[src/rtl/alu_pipe_pkg.sv]
// Shared types for the alu_pipe execute unit: op codes, FSM states
// and the M-extension op classifier.
package alu_pipe_pkg;

   typedef enum logic [4:0] {
      OP_ADD    = 5'h00,
      OP_SUB    = 5'h01,
      OP_SLT    = 5'h02,
      OP_SLTU   = 5'h03,
      OP_XOR    = 5'h04,
      OP_OR     = 5'h05,
      OP_AND    = 5'h06,
      OP_SLL    = 5'h07,
      OP_SRL    = 5'h08,
      OP_SRA    = 5'h09,
      OP_MUL    = 5'h10,
      OP_MULH   = 5'h11,
      OP_MULHSU = 5'h12,
      OP_MULHU  = 5'h13,
      OP_DIV    = 5'h14,
      OP_DIVU   = 5'h15,
      OP_REM    = 5'h16,
      OP_REMU   = 5'h17
   } alu_op_e;

   typedef enum logic [1:0] {
      IDLE = 2'd0,
      BUSY = 2'd1,
      DONE = 2'd2
   } state_e;

   function automatic logic is_mdu_op(input logic [4:0] op);
      return op[4:3] == 2'b10;
   endfunction

endpackage

[src/rtl/alu_mdu_iter.sv]
// alu_mdu_iter: iterative shift-add multiplier / restoring divider,
// one bit per cycle on magnitudes with sign fixup on the last step.
module alu_mdu_iter
   import alu_pipe_pkg::*;
#(
   parameter int XLEN = 32
) (
   input  logic            clk,
   input  logic            rst_n,
   input  logic            flush,
   input  logic            i_start,
   input  logic [4:0]      i_op,
   input  logic [XLEN-1:0] i_a,
   input  logic [XLEN-1:0] i_b,
   output logic            o_done,
   output logic [XLEN-1:0] o_result
);
   localparam int CW = $clog2(XLEN);

   logic              r_run;
   logic              r_neg;
   logic              r_is_div;
   logic              r_hi_sel;
   logic [CW-1:0]     r_cnt;
   logic [XLEN-1:0]   r_hi;
   logic [XLEN-1:0]   r_lo;
   logic [XLEN-1:0]   r_b;

   logic              w_a_sgn;
   logic              w_b_sgn;
   logic              w_is_div;
   logic              w_hi_sel;
   logic              w_neg;
   logic [XLEN-1:0]   w_a_mag;
   logic [XLEN-1:0]   w_b_mag;
   logic [XLEN:0]     w_sum;
   logic [XLEN:0]     w_rs;
   logic              w_ge;
   logic [XLEN-1:0]   w_diff;
   logic [XLEN-1:0]   w_hi_n;
   logic [XLEN-1:0]   w_lo_n;
   logic [XLEN-1:0]   w_q;
   logic [XLEN-1:0]   w_r;
   logic [2*XLEN-1:0] w_prod;
   logic [2*XLEN-1:0] w_prod_f;

   assign w_is_div = i_op[2];
   assign w_a_sgn  = i_a[XLEN-1] &
                     ((i_op == OP_MULH) | (i_op == OP_MULHSU) |
                      (i_op == OP_DIV)  | (i_op == OP_REM));
   assign w_b_sgn  = i_b[XLEN-1] &
                     ((i_op == OP_MULH) | (i_op == OP_DIV) |
                      (i_op == OP_REM));
   // remainder follows the dividend; everything else follows a^b
   assign w_neg    = (i_op == OP_REM) ? w_a_sgn : (w_a_sgn ^ w_b_sgn);
   assign w_hi_sel = (i_op == OP_MULH)  | (i_op == OP_MULHSU) |
                     (i_op == OP_MULHU) | (i_op == OP_REM) |
                     (i_op == OP_REMU);
   assign w_a_mag  = w_a_sgn ? -i_a : i_a;
   assign w_b_mag  = w_b_sgn ? -i_b : i_b;

   assign w_sum  = {1'b0, r_hi} + (r_lo[0] ? {1'b0, r_b} : '0);
   assign w_rs   = {r_hi, r_lo[XLEN-1]};
   assign w_ge   = (w_rs >= {1'b0, r_b});
   assign w_diff = w_rs[XLEN-1:0] - r_b;

   always_comb begin
      if (r_is_div) begin
         w_hi_n = w_ge ? w_diff : w_rs[XLEN-1:0];
         w_lo_n = {r_lo[XLEN-2:0], w_ge};
      end else begin
         w_hi_n = w_sum[XLEN:1];
         w_lo_n = {w_sum[0], r_lo[XLEN-1:1]};
      end
   end

   assign w_prod   = {w_hi_n, w_lo_n};
   assign w_prod_f = r_neg ? -w_prod : w_prod;
   assign w_q      = r_neg ? -w_lo_n : w_lo_n;
   assign w_r      = r_neg ? -w_hi_n : w_hi_n;

   always_comb begin
      if (r_is_div) begin
         o_result = r_hi_sel ? w_r : w_q;
      end else begin
         o_result = r_hi_sel ? w_prod_f[2*XLEN-1:XLEN]
                             : w_prod_f[XLEN-1:0];
      end
   end

   assign o_done = r_run & (r_cnt == CW'(XLEN-1));

   always_ff @(posedge clk or negedge rst_n) begin
      if (!rst_n) begin
         r_run    <= 1'b0;
         r_neg    <= 1'b0;
         r_is_div <= 1'b0;
         r_hi_sel <= 1'b0;
         r_cnt    <= '0;
         r_hi     <= '0;
         r_lo     <= '0;
         r_b      <= '0;
      end else if (flush) begin
         r_run <= 1'b0;
         r_cnt <= '0;
      end else if (i_start) begin
         r_run    <= 1'b1;
         r_cnt    <= '0;
         r_hi     <= '0;
         r_lo     <= w_a_mag;
         r_b      <= w_b_mag;
         r_neg    <= w_neg;
         r_is_div <= w_is_div;
         r_hi_sel <= w_hi_sel;
      end else if (r_run) begin
         r_hi  <= w_hi_n;
         r_lo  <= w_lo_n;
         r_cnt <= r_cnt + CW'(1);
         if (o_done) begin
            r_run <= 1'b0;
         end
      end
   end

endmodule

[src/rtl/alu_pipe.sv]
// alu_pipe: registered, handshaked RV32I/M execute unit.
// RV32M ops need ALU_PIPE_MDU_EN; without it they return 0 in one cycle.
module alu_pipe
   import alu_pipe_pkg::*;
#(
   parameter int XLEN  = 32,
   parameter int TAG_W = 5
) (
   input  logic             clk,
   input  logic             rst_n,
   input  logic             flush,
   input  logic             in_valid,
   output logic             in_ready,
   input  logic [4:0]       alu_op,
   input  logic [XLEN-1:0]  operand_a,
   input  logic [XLEN-1:0]  operand_b,
   input  logic [TAG_W-1:0] in_tag,
   output logic             out_valid,
   input  logic             out_ready,
   output logic [XLEN-1:0]  alu_data,
   output logic [TAG_W-1:0] out_tag,
   output logic             busy
);
   localparam int SHW = $clog2(XLEN);

   state_e           r_state;
   state_e           w_state_nxt;
   logic [XLEN-1:0]  r_data;
   logic [TAG_W-1:0] r_tag;
   logic             w_accept;
   logic             w_iter;
   logic [XLEN-1:0]  w_base;
   logic [XLEN-1:0]  w_quick;
   logic [SHW-1:0]   w_shamt;
   logic             w_lt;
   logic             w_ltu;

   assign in_ready  = !flush &
                      ((r_state == IDLE) | ((r_state == DONE) & out_ready));
   assign w_accept  = in_valid & in_ready;
   assign out_valid = (r_state == DONE);
   assign alu_data  = r_data;
   assign out_tag   = r_tag;

   assign w_shamt = operand_b[SHW-1:0];
   assign w_lt    = $signed(operand_a) < $signed(operand_b);
   assign w_ltu   = operand_a < operand_b;

   always_comb begin
      w_base = '0;
      case (alu_op)
         OP_ADD:  w_base = operand_a + operand_b;
         OP_SUB:  w_base = operand_a - operand_b;
         OP_SLT:  w_base = {{(XLEN-1){1'b0}}, w_lt};
         OP_SLTU: w_base = {{(XLEN-1){1'b0}}, w_ltu};
         OP_XOR:  w_base = operand_a ^ operand_b;
         OP_OR:   w_base = operand_a | operand_b;
         OP_AND:  w_base = operand_a & operand_b;
         OP_SLL:  w_base = operand_a << w_shamt;
         OP_SRL:  w_base = operand_a >> w_shamt;
         OP_SRA:  w_base = $unsigned($signed(operand_a) >>> w_shamt);
         default: w_base = '0;
      endcase
   end

`ifdef ALU_PIPE_MDU_EN
   localparam logic [XLEN-1:0] MIN_NEG = {1'b1, {(XLEN-1){1'b0}}};

   logic            w_div_op;
   logic            w_b_zero;
   logic            w_ovf;
   logic            w_special;
   logic            w_mdu_start;
   logic            w_mdu_done;
   logic [XLEN-1:0] w_mdu_res;

   assign w_div_op  = is_mdu_op(alu_op) & alu_op[2];
   assign w_b_zero  = (operand_b == '0);
   assign w_ovf     = ((alu_op == OP_DIV) | (alu_op == OP_REM)) &
                      (operand_a == MIN_NEG) & (operand_b == '1);
   assign w_special = w_div_op & (w_b_zero | w_ovf);
   assign w_iter    = is_mdu_op(alu_op) & !w_special;
   assign w_mdu_start = w_accept & w_iter;
   assign busy      = (r_state == BUSY);

   // bit 1 separates remainder (REM/REMU) from quotient (DIV/DIVU)
   always_comb begin
      w_quick = w_base;
      if (w_special) begin
         if (alu_op[1]) begin
            w_quick = w_b_zero ? operand_a : '0;
         end else begin
            w_quick = w_b_zero ? '1 : operand_a;
         end
      end
   end

   alu_mdu_iter #(
      .XLEN (XLEN)
   ) u_mdu (
      .clk      (clk),
      .rst_n    (rst_n),
      .flush    (flush),
      .i_start  (w_mdu_start),
      .i_op     (alu_op),
      .i_a      (operand_a),
      .i_b      (operand_b),
      .o_done   (w_mdu_done),
      .o_result (w_mdu_res)
   );
`else
   assign w_iter  = 1'b0;
   assign w_quick = w_base;
   assign busy    = 1'b0;
`endif

   always_comb begin
      w_state_nxt = r_state;
      if (flush) begin
         w_state_nxt = IDLE;
      end else begin
         case (r_state)
            IDLE: begin
               if (w_accept) w_state_nxt = w_iter ? BUSY : DONE;
            end
`ifdef ALU_PIPE_MDU_EN
            BUSY: begin
               if (w_mdu_done) w_state_nxt = DONE;
            end
`endif
            DONE: begin
               if (w_accept) begin
                  w_state_nxt = w_iter ? BUSY : DONE;
               end else if (out_ready) begin
                  w_state_nxt = IDLE;
               end
            end
            default: w_state_nxt = IDLE;
         endcase
      end
   end

   always_ff @(posedge clk or negedge rst_n) begin
      if (!rst_n) begin
         r_state <= IDLE;
         r_data  <= '0;
         r_tag   <= '0;
      end else begin
         r_state <= w_state_nxt;
         if (w_accept) begin
            r_tag <= in_tag;
            if (!w_iter) r_data <= w_quick;
         end
`ifdef ALU_PIPE_MDU_EN
         else if ((r_state == BUSY) && w_mdu_done && !flush) begin
            r_data <= w_mdu_res;
         end
`endif
      end
   end

endmodule

[config.mk]
export PLATFORM = sky130hd
export DESIGN_NAME = alu_pipe
export DESIGN_NICKNAME = d
export VERILOG_FILES = /design/src/rtl/alu_pipe_pkg.sv /design/src/rtl/alu_mdu_iter.sv /design/src/rtl/alu_pipe.sv
export SDC_FILE = /design/constraint.sdc
export NUM_CORES = 1
export LEC_CHECK = 0
export ABC_CLOCK_PERIOD_IN_PS = 2150
export BUFFER_PORTS_ARGS = -buffer_cell sky130_fd_sc_hd__buf_2
export CAP_MARGIN = 20
export CORE_MARGIN = 1
export CORE_UTILIZATION = 61
export DETAILED_ROUTE_END_ITERATION = 8
export GPL_TIMING_DRIVEN = 0
export HOLD_SLACK_MARGIN = 0.05
export PLACE_DENSITY = 0.83
export SYNTH_ARGS = -nofsm -noshare
export SYNTH_HDL_FRONTEND = slang
export SYNTH_SLANG_ARGS = --single-unit
[constraint.sdc]
create_clock -name clk -period 2.15 [get_ports clk]
set_input_delay 0.1075 -clock clk [delete_from_list [all_inputs] [get_ports clk]]
set_output_delay 0.1075 -clock clk [all_outputs]
set_load 0.02 [all_outputs]
==> impl_metrics.csv, run 1 <==
group,metric,value,unit
status,outcome,"did not finish",
status,haltStage,"global routing (5_1_grt)",
status,stop_error,"[ERROR GRT-0232] Routing congestion too high. Check the congestion heatmap in the GUI.",
floorplan,die_y,126,µm
floorplan,io_pins,119,
yosys,syn_inst,1265,
yosys,synth_compound_area_frac,0.307,
yosys,synth_ff_type,"dfrtp_1",
placed_design,dp_hpwl,33900,µm
yosys,yosysUniqueCellTypes,78,
yosys,yosysSeqAreaShare,0.101,
clocking,cts_made_buffers,5,
yosys,netlist_top_cells_area,"ha_1 13%, mux4_2 12%, dfrtp_1 10%, nor2_1 5.8%, a21oi_1 5.4%",
clocking,clock-sinks,38,
yosys,yosysWarnings,0,
yosys,synth_top_family_by_area,"compound AO/OA/AOI/OAI gates",
yosys,async_flop_share,1.00,
yosys,yosys-mux-area-fraction,0.189,
clocking,cts_buffer_depth,2,
floorplan,die_w,126,µm
yosys,syn_area,9440,µm²
yosys,synth_fa_ha_area_frac,0.133,
floorplan,num_rows,45,
clocking,cts_root_buf,"clkbuf_16",
yosys,synth_nets,1443,
yosys,synth_edf_count,0,
yosys,synthSimpleGateAreaFrac,0.168,
yosys,synth_top_area_frac,0.129,
global_route,overflow,153,
floorplan,initial_utilization,0.623,
yosys,synthTopCellsByCount,"147 x nor2_1, 101 x a21oi_1, 97 x ha_1",
sta,grt-worst-endpoint,"alu_data[31]$_DFFE_PN0P_/D",
global_route,track_usage,0.771,
clocking,htreeDepth,2,
yosys,yosys.area.top_type,"ha_1",
yosys,syn_area_per_cell,7.46,µm²
placed_design,place_ws,-1.52,ns
yosys,synth-xor-area-share,0.0176,
global_route,grt_max_degree,39,
placed_design,routabilityCongestion,1.11,
placed_design,numPortBuffers,114,
yosys,ys_ff_latch,38,
yosys,synth.most_common_cell,"nor2_1",
sta,worstEpCategory,"sequential cell input",
## stage by stage
stage	hold slack [ns]	std cells	instance area [µm²]
CTS	0.0506	1627	12300
detailed placement	0.275	1568	10600
global placement	0.261	1567	10600
floorplan	-0.188	1265	9760
## metal layers
metal  GRT overflow  global-route usage
met1              2               0.808
met2             74               0.972
met3              1               0.525
met4             76               0.782
met5              0               0.183
## kinds of logic after synthesis
logic type / count (synthesis)
flip-flops: 38
other: 1
AO/OA/AOI/OAI: 444
XOR/XNOR: 19
buffers and inverters: 197
multiplexers: 110
AND/OR/NAND/NOR: 357
adder cells (fa/ha/maj): 99
## what timing repair did
| item | CTS |
|---|---|
| hold buffers | 4 |
| endpoints found under the hold margin | 40 |
| setup buffers | 56 |
| pin swaps | 67 |
| setup endpoints to repair | 34 |
| resized for setup | 278 |
==> run 2, diff against run 1 <==
--- a/config.mk
+++ b/config.mk
@@ -9,11 +9,10 @@
 export BUFFER_PORTS_ARGS = -buffer_cell sky130_fd_sc_hd__buf_2
 export CAP_MARGIN = 20
 export CORE_MARGIN = 1
-export CORE_UTILIZATION = 61
+export CORE_UTILIZATION = 40
 export DETAILED_ROUTE_END_ITERATION = 8
 export GPL_TIMING_DRIVEN = 0
-export HOLD_SLACK_MARGIN = 0.05
-export PLACE_DENSITY = 0.83
+export PLACE_DENSITY_LB_ADDON = 0.15
 export SYNTH_ARGS = -nofsm -noshare
 export SYNTH_HDL_FRONTEND = slang
 export SYNTH_SLANG_ARGS = --single-unit
==> run 2 against run 1 <==
Net effect:
- the flow now finishes, with violations (negative setup slack)
- area after synthesis unchanged
- synthesized cell count did not move
==> impl_metrics.csv, run 2 <==
group,metric,value,unit
placed_design,dp_hpwl,39000,µm
yosys,synth.most_common_cell,"nor2_1",
worst_setup_path,reg2reg_from,"r_state[1]",
yosys,yosysSeqAreaShare,0.101,
floorplan,core_area,22900,µm²
cells_and_area,finalNonFillerCells,1768,
floorplan,die_w,156,µm
worst_setup_path,cp-start-kind,"primary input",
sta,grt_setup_unrepaired,"yes",
route,drc,0,
min_path,worst_hold_path.endpoint,"out_tag[3]",
worst_setup_path,cp_common_cell,"buf_12",
route,detail-route-antenna-nets,0,
clocking,htreeDepth,2,
cells_and_area,final_nets,1632,
sta,hold_viol_final,0,
clocking,cts_made_buffers,5,
clocking,cts_buffer_depth,2,
status,violations,"negative setup slack",
floorplan,initial_utilization,0.412,
yosys,async_flop_share,1.00,
yosys,yosysWarnings,0,
yosys,synth_ff_type,"dfrtp_1",
power_and_ir_drop,power.total,5.00,mW
global_route,antenna_found_initial,1,
yosys,syn_area,9440,µm²
route,vias,11700,
clocking,clkTransAtPathRegs,0.06,ns
global_route,grt_max_degree,39,
min_path,worstHoldPathCells,2,
sta,whs,0.0582,ns
min_path,hp-start,"in_tag[3]",
worst_setup_path,worstPathRequired,2.31,ns
route,drt_iter0_drc,1301,
worst_setup_path,cp.arrival,2.96,ns
worst_setup_path,end_kind,"register",
yosys,ys_ff_latch,38,
global_route,first_global_vias,10700,
worst_setup_path,crit_chain,"buf_12, buf_12, buf_12, buf_4, mux4_2, mux2i_1, nor2_1, o21ai_1, a21oi_1, or3_1, nand3_1, mux2_4, a21oi_2",
worst_setup_path,reg2regPathDepth,8,
sta,min_period,2.80,ns
sta,clock-skew-final,0.00260,ns
min_path,hp-class,"in -> reg",
cells_and_area,mostFrequentLayoutCell,"nor2_1",
sta,tightest_slew,0.920,ns
worst_setup_path,crit_family,"multiplexers",
placed_design,place_ws,-1.98,ns
status,outcome,"finished, violations left",
cells_and_area,final_area,12900,µm²
cells_and_area,fin_util,0.565,
worst_setup_path,cp_slowest_stage_delay,0.61,ns
sta,worst_slack,-0.651,ns
sta,setup_viol,32,
yosys,synth_nets,1443,
placed_design,dp.cells,1694,
cells_and_area,layout-drive-gt1-share,0.357,
floorplan,die_area,24200,µm²
yosys,syn_inst,1265,
floorplan,die_y,156,µm
cells_and_area,diodes,0,
global_route,grt_pass1_wl,72600,µm
route,dr.pass1.iters,5,
cells_and_area,final_cell_mix,"140 x nor2_1, 106 x buf_2, 90 x nand2_1",
power_and_ir_drop,p_leak,5.44,nW
global_route,overflow,0,
cells_and_area,area_delta_synth_final,37.1,%
sta,fin_setup_tns,-13.37,ns
clocking,clk_latency,0.28,ns
yosys,synthTopCellsByCount,"147 x nor2_1, 101 x a21oi_1, 97 x ha_1",
yosys,netlist_top_cells_area,"ha_1 13%, mux4_2 12%, dfrtp_1 10%, nor2_1 5.8%, a21oi_1 5.4%",
floorplan,io_pins,119,
worst_setup_path,r2r_end,"alu_data[30]",
route,viasPerCell,6.62,
route,post_drt_wl_per_cell,28.4,µm
floorplan,num_rows,55,
sta,period_share,1.30,
sta,slew_viol_final,0,
worst_setup_path,path_buf_inv,4,
yosys,yosysUniqueCellTypes,78,
cells_and_area,largest_reg_flops,32,
yosys,synth_top_area_frac,0.129,
worst_setup_path,cp_num_cells,13,
worst_setup_path,crit_type,"in -> reg",
worst_setup_path,worstPathMaxFanout,4,
yosys,syn_area_per_cell,7.46,µm²
worst_setup_path,cp_slowest_cell,"mux2i_1",
yosys,yosys.area.top_type,"ha_1",
worst_setup_path,r2r_slack,-0.35,ns
placed_design,routabilityCongestion,1.01,
power_and_ir_drop,ir_worst_vdd,0.554,mV
placed_design,numPortBuffers,114,
clocking,cts_root_buf,"clkbuf_16",
yosys,synth_edf_count,0,
placed_design,place_area,10700,µm²
clocking,cts_tree,"built",
power_and_ir_drop,p_per_area,387,nW/µm²
run,drv_cap,0,
route,routed_wl,50200,µm
clocking,clock-sinks,38,
sta,fmax,357,MHz
global_route,track_usage,0.409,
sta,relSlewSlack,0.385,
## run 2: routing by layer
metal  vias up  global-route usage  routed length, µm
li1       5079                   -                  -
met1      5717               0.550              20300
met2       763               0.656              22400
met3       150              0.0369               4540
met4         0               0.202               2950
met5         -                   0                  0
## run 2: repair_timing
action,CTS,global route
hold endpoints to repair,39,0
gates resized for setup,232,146
hold buffers,2,0
setup buffers,39,37
endpoints found under the setup margin,34,32
pin swaps,49,76
## run 2: worst max-delay path by stage
stage                       from      endpoint  slack (ns)
finish              operand_b[0]  alu_data[31]       -0.65
global route        operand_b[4]  alu_data[19]       -0.69
CTS                 operand_b[3]  alu_data[31]       -0.73
detailed placement     alu_op[0]  alu_data[28]       -1.98
global placement       alu_op[0]  alu_data[28]       -1.92
floorplan           operand_b[3]  alu_data[31]       -0.72
## run 2: area by class of cell
type / count / area (µm²)
Fill cell: 2230 / 9970
Multi-Input combinational cell: 1030 / 8990
Timing Repair Buffer: 193 / 1350
Sequential cell: 38 / 951
Buffer: 87 / 627
Inverter: 99 / 444
Tap cell: 313 / 392
Clock buffer: 6 / 139
Clock inverter: 2 / 60.1
## run 2: cells by family after synthesis
family,Yosys count,synth area share
AO/OA/AOI/OAI,444,0.307
XOR/XNOR,19,0.0176
adder cells (fa/ha/maj),99,0.133
buffers and inverters,197,0.0840
flip-flops,38,0.101
multiplexers,110,0.189
other,1,0.000397
AND/OR/NAND/NOR,357,0.168
## run 2: worst register-to-register path: stages, from the launching register on
cell      delay, ns
dfrtp_1        0.37
nor2b_1        0.14
nor2_1         0.15
nand2_2        0.24
nor2_1         0.34
clkbuf_2       0.39
nand2_1        0.29
a2111o_1       0.43
nand3_1        0.08
## run 2: power breakdown
part           switching [mW]  internal, mW
clock                   0.277         0.696
sequential             0.0244         0.764
combinational            1.96          1.29
Note: power is estimated with default switching activity, not from simulation.
==> run 3, diff against run 2 <==
--- a/config.mk
+++ b/config.mk
@@ -6,11 +6,13 @@
 export NUM_CORES = 1
 export LEC_CHECK = 0
 export ABC_CLOCK_PERIOD_IN_PS = 2150
-export BUFFER_PORTS_ARGS = -buffer_cell sky130_fd_sc_hd__buf_2
 export CAP_MARGIN = 20
+export CELL_PAD_IN_SITES_DETAIL_PLACEMENT = 1
+export CELL_PAD_IN_SITES_GLOBAL_PLACEMENT = 1
 export CORE_MARGIN = 1
 export CORE_UTILIZATION = 40
 export DETAILED_ROUTE_END_ITERATION = 8
+export DONT_BUFFER_PORTS = 1
 export GPL_TIMING_DRIVEN = 0
 export PLACE_DENSITY_LB_ADDON = 0.15
 export SYNTH_ARGS = -nofsm -noshare
==> run 3 against run 2 <==
Net effect:
- the flow still finishes with violations (negative setup slack)
- total power is 0.33% higher
- fmax up 1.9%
- sequential cell count stayed put
- worst hold slack better by 0.20 ns
- clock power is 10% higher
- die area unchanged
- design area is 2.8% lower
- non-clock buffer count fell by 103
- largest power group unchanged
- wire length is 11% higher
- critical path depth is 2 higher
- clock-buffer cell count fell by 1
- core utilization decreased by 1.6 points
==> impl_metrics.csv, run 3 (synthesis results as in run 2) <==
group,metric,value,unit
route,drt_iter0_drc,1236,
status,outcome,"finished, violations left",
sta,slew_viol_final,0,
cells_and_area,area_delta_synth_final,33.3,%
global_route,track_usage,0.445,
route,drc,0,
status,violations,"negative setup slack",
floorplan,die_w,156,µm
sta,hold_viol_final,0,
min_path,worst_hold_path.endpoint,"in_ready",
floorplan,num_rows,55,
min_path,worstHoldPathCells,1,
global_route,overflow,0,
sta,worst_slack,-0.600,ns
floorplan,initial_utilization,0.412,
clocking,cts_root_buf,"clkbuf_16",
worst_setup_path,crit_chain,"buf_12, inv_12, ha_4, clkinvlp_4, o21a_1, or3_4, a311oi_4, buf_4, nand2_4, buf_6, a21oi_4, xnor2_2, nor2_2, a2111oi_4, o21ai_1",
placed_design,dp.cells,1579,
cells_and_area,final_nets,1529,
sta,relSlewSlack,0.337,
floorplan,io_pins,119,
worst_setup_path,cp_slowest_stage_delay,0.41,ns
worst_setup_path,reg2regPathDepth,8,
min_path,hp-start,"flush",
worst_setup_path,cp.arrival,2.92,ns
clocking,cts_buffer_depth,2,
sta,setup_viol,31,
placed_design,place_ws,-1.87,ns
global_route,antenna_found_initial,0,
clocking,clk_latency,0.30,ns
power_and_ir_drop,power.total,5.02,mW
floorplan,die_area,24200,µm²
power_and_ir_drop,ir_worst_vdd,0.336,mV
clocking,htreeDepth,2,
global_route,grt_max_degree,39,
worst_setup_path,worstPathMaxFanout,11,
global_route,first_global_vias,11700,
worst_setup_path,r2r_end,"alu_data[30]",
sta,tightest_slew,0.991,ns
sta,fmax,364,MHz
worst_setup_path,crit_type,"in -> reg",
cells_and_area,finalNonFillerCells,1665,
placed_design,routabilityCongestion,1.02,
placed_design,dp_hpwl,40800,µm
worst_setup_path,crit_family,"compound AO/OA/AOI/OAI gates",
run,drv_cap,0,
route,post_drt_wl_per_cell,33.4,µm
power_and_ir_drop,p_leak,5.04,nW
worst_setup_path,cp-start-kind,"primary input",
sta,fin_setup_tns,-10.13,ns
floorplan,die_y,156,µm
route,vias,11900,
worst_setup_path,cp_slowest_cell,"or3_4",
cells_and_area,fin_util,0.549,
cells_and_area,diodes,0,
cells_and_area,mostFrequentLayoutCell,"nor2_1",
clocking,cts_tree,"built",
route,routed_wl,55600,µm
route,detail-route-antenna-nets,0,
worst_setup_path,reg2reg_from,"r_state[1]",
sta,clock-skew-final,0.00879,ns
floorplan,core_area,22900,µm²
cells_and_area,layout-drive-gt1-share,0.329,
route,viasPerCell,7.12,
sta,grt_setup_unrepaired,"yes",
placed_design,numPortBuffers,0,
global_route,grt_pass1_wl,78600,µm
worst_setup_path,worstPathRequired,2.32,ns
cells_and_area,largest_reg_flops,32,
sta,min_period,2.75,ns
cells_and_area,final_cell_mix,"130 x nor2_1, 91 x nand2_1, 83 x inv_1",
clocking,clkTransAtPathRegs,0.07,ns
worst_setup_path,r2r_slack,-0.25,ns
power_and_ir_drop,p_per_area,399,nW/µm²
worst_setup_path,path_buf_inv,5,
route,dr.pass1.iters,5,
clocking,clock-sinks,38,
sta,period_share,1.28,
clocking,cts_made_buffers,5,
min_path,hp-class,"in -> out",
worst_setup_path,end_kind,"register",
-- run 3: cell types whose count changed in the layout (fill, tap and decap cells not counted), moves of 5 or more --
cell	before	now
a21oi_1	79	74
buf_2	106	9
buf_4	79	70
clkbuf_1	23	16
clkbuf_2	21	29
dlygate4sd3_1	2	8
ha_1	72	78
mux2i_1	31	24
mux2i_4	6	11
nor2_1	140	130
nor2_2	5	13
nor3_2	9	4
-- run 3: worst max-delay path by stage --
| stage | from | to | slack [ns] | cells after the start |
|---|---|---|---|---|
| 6_report | operand_b[4] | alu_data[15] | -0.60 | 15 |
| 5_1_grt | operand_b[4] | alu_data[15] | -0.67 | 15 |
| 4_1_cts | operand_b[3] | alu_data[31] | -0.65 | 15 |
| 3_5_place_dp | alu_op[0] | alu_data[9] | -1.87 | 10 |
| 3_3_place_gp | alu_op[0] | alu_data[9] | -1.77 | 10 |
| 2_1_floorplan | operand_b[3] | alu_data[31] | -0.72 | 15 |
-- run 3: metal layers --
metal	GRT usage	wire length [µm]	vias to the layer above	part of all wire
li1	-	-	4879	-
met1	0.576	21700	5907	0.39
met2	0.692	24200	838	0.44
met3	0.107	6160	228	0.11
met4	0.223	3530	0	0.063
met5	0	0	-	0
-- run 3: area by class of cell --
class	instances	area [µm²]
well taps	313	392
plain buffers	88	697
clock buffers	5	125
inverters	99	442
flip-flops and latches	38	951
repair buffers	89	816
multi-input cells	1030	9100
fillers	2664	10300
clock inverters	3	68.8
-- run 3: power breakdown --
| part | total, mW | leakage [nW] | switching, mW | internal (mW) |
|---|---|---|---|---|
| registers | 0.858 | 0.513 | 0.0963 | 0.762 |
| logic | 3.10 | 4.43 | 1.84 | 1.25 |
| clock network | 1.07 | 0.0940 | 0.397 | 0.670 |
-- run 3: worst register-to-register path: cells and delay by family (launching register included) --
kind,cells,cell delay [ns]
and+or+nand+nor,6,1.10
DFF,1,0.46
buffers and inverters,1,0.37
AOI/OAI and AO/OA,1,0.44
-- run 3: per-stage QoR --
| step | hold WS, ns | instance area, µm² |
|---|---|---|
| after global routing | 0.259 | 12600 |
| after detailed placement | -0.187 | 10200 |
| after global placement | -0.187 | 10200 |
| final | 0.257 | 12600 |
| after floorplan | -0.188 | 9760 |
| after CTS | 0.279 | 11800 |
-- run 3: what timing repair did --
item / in CTS / in global routing
setup endpoints to repair: 37 / 34
setup buffers: 46 / 33
hold buffers: 9 / 0
endpoints found under the hold margin: 44 / 0
gates resized for setup: 218 / 170
pin swaps: 50 / 72
cloned: 1 / 0
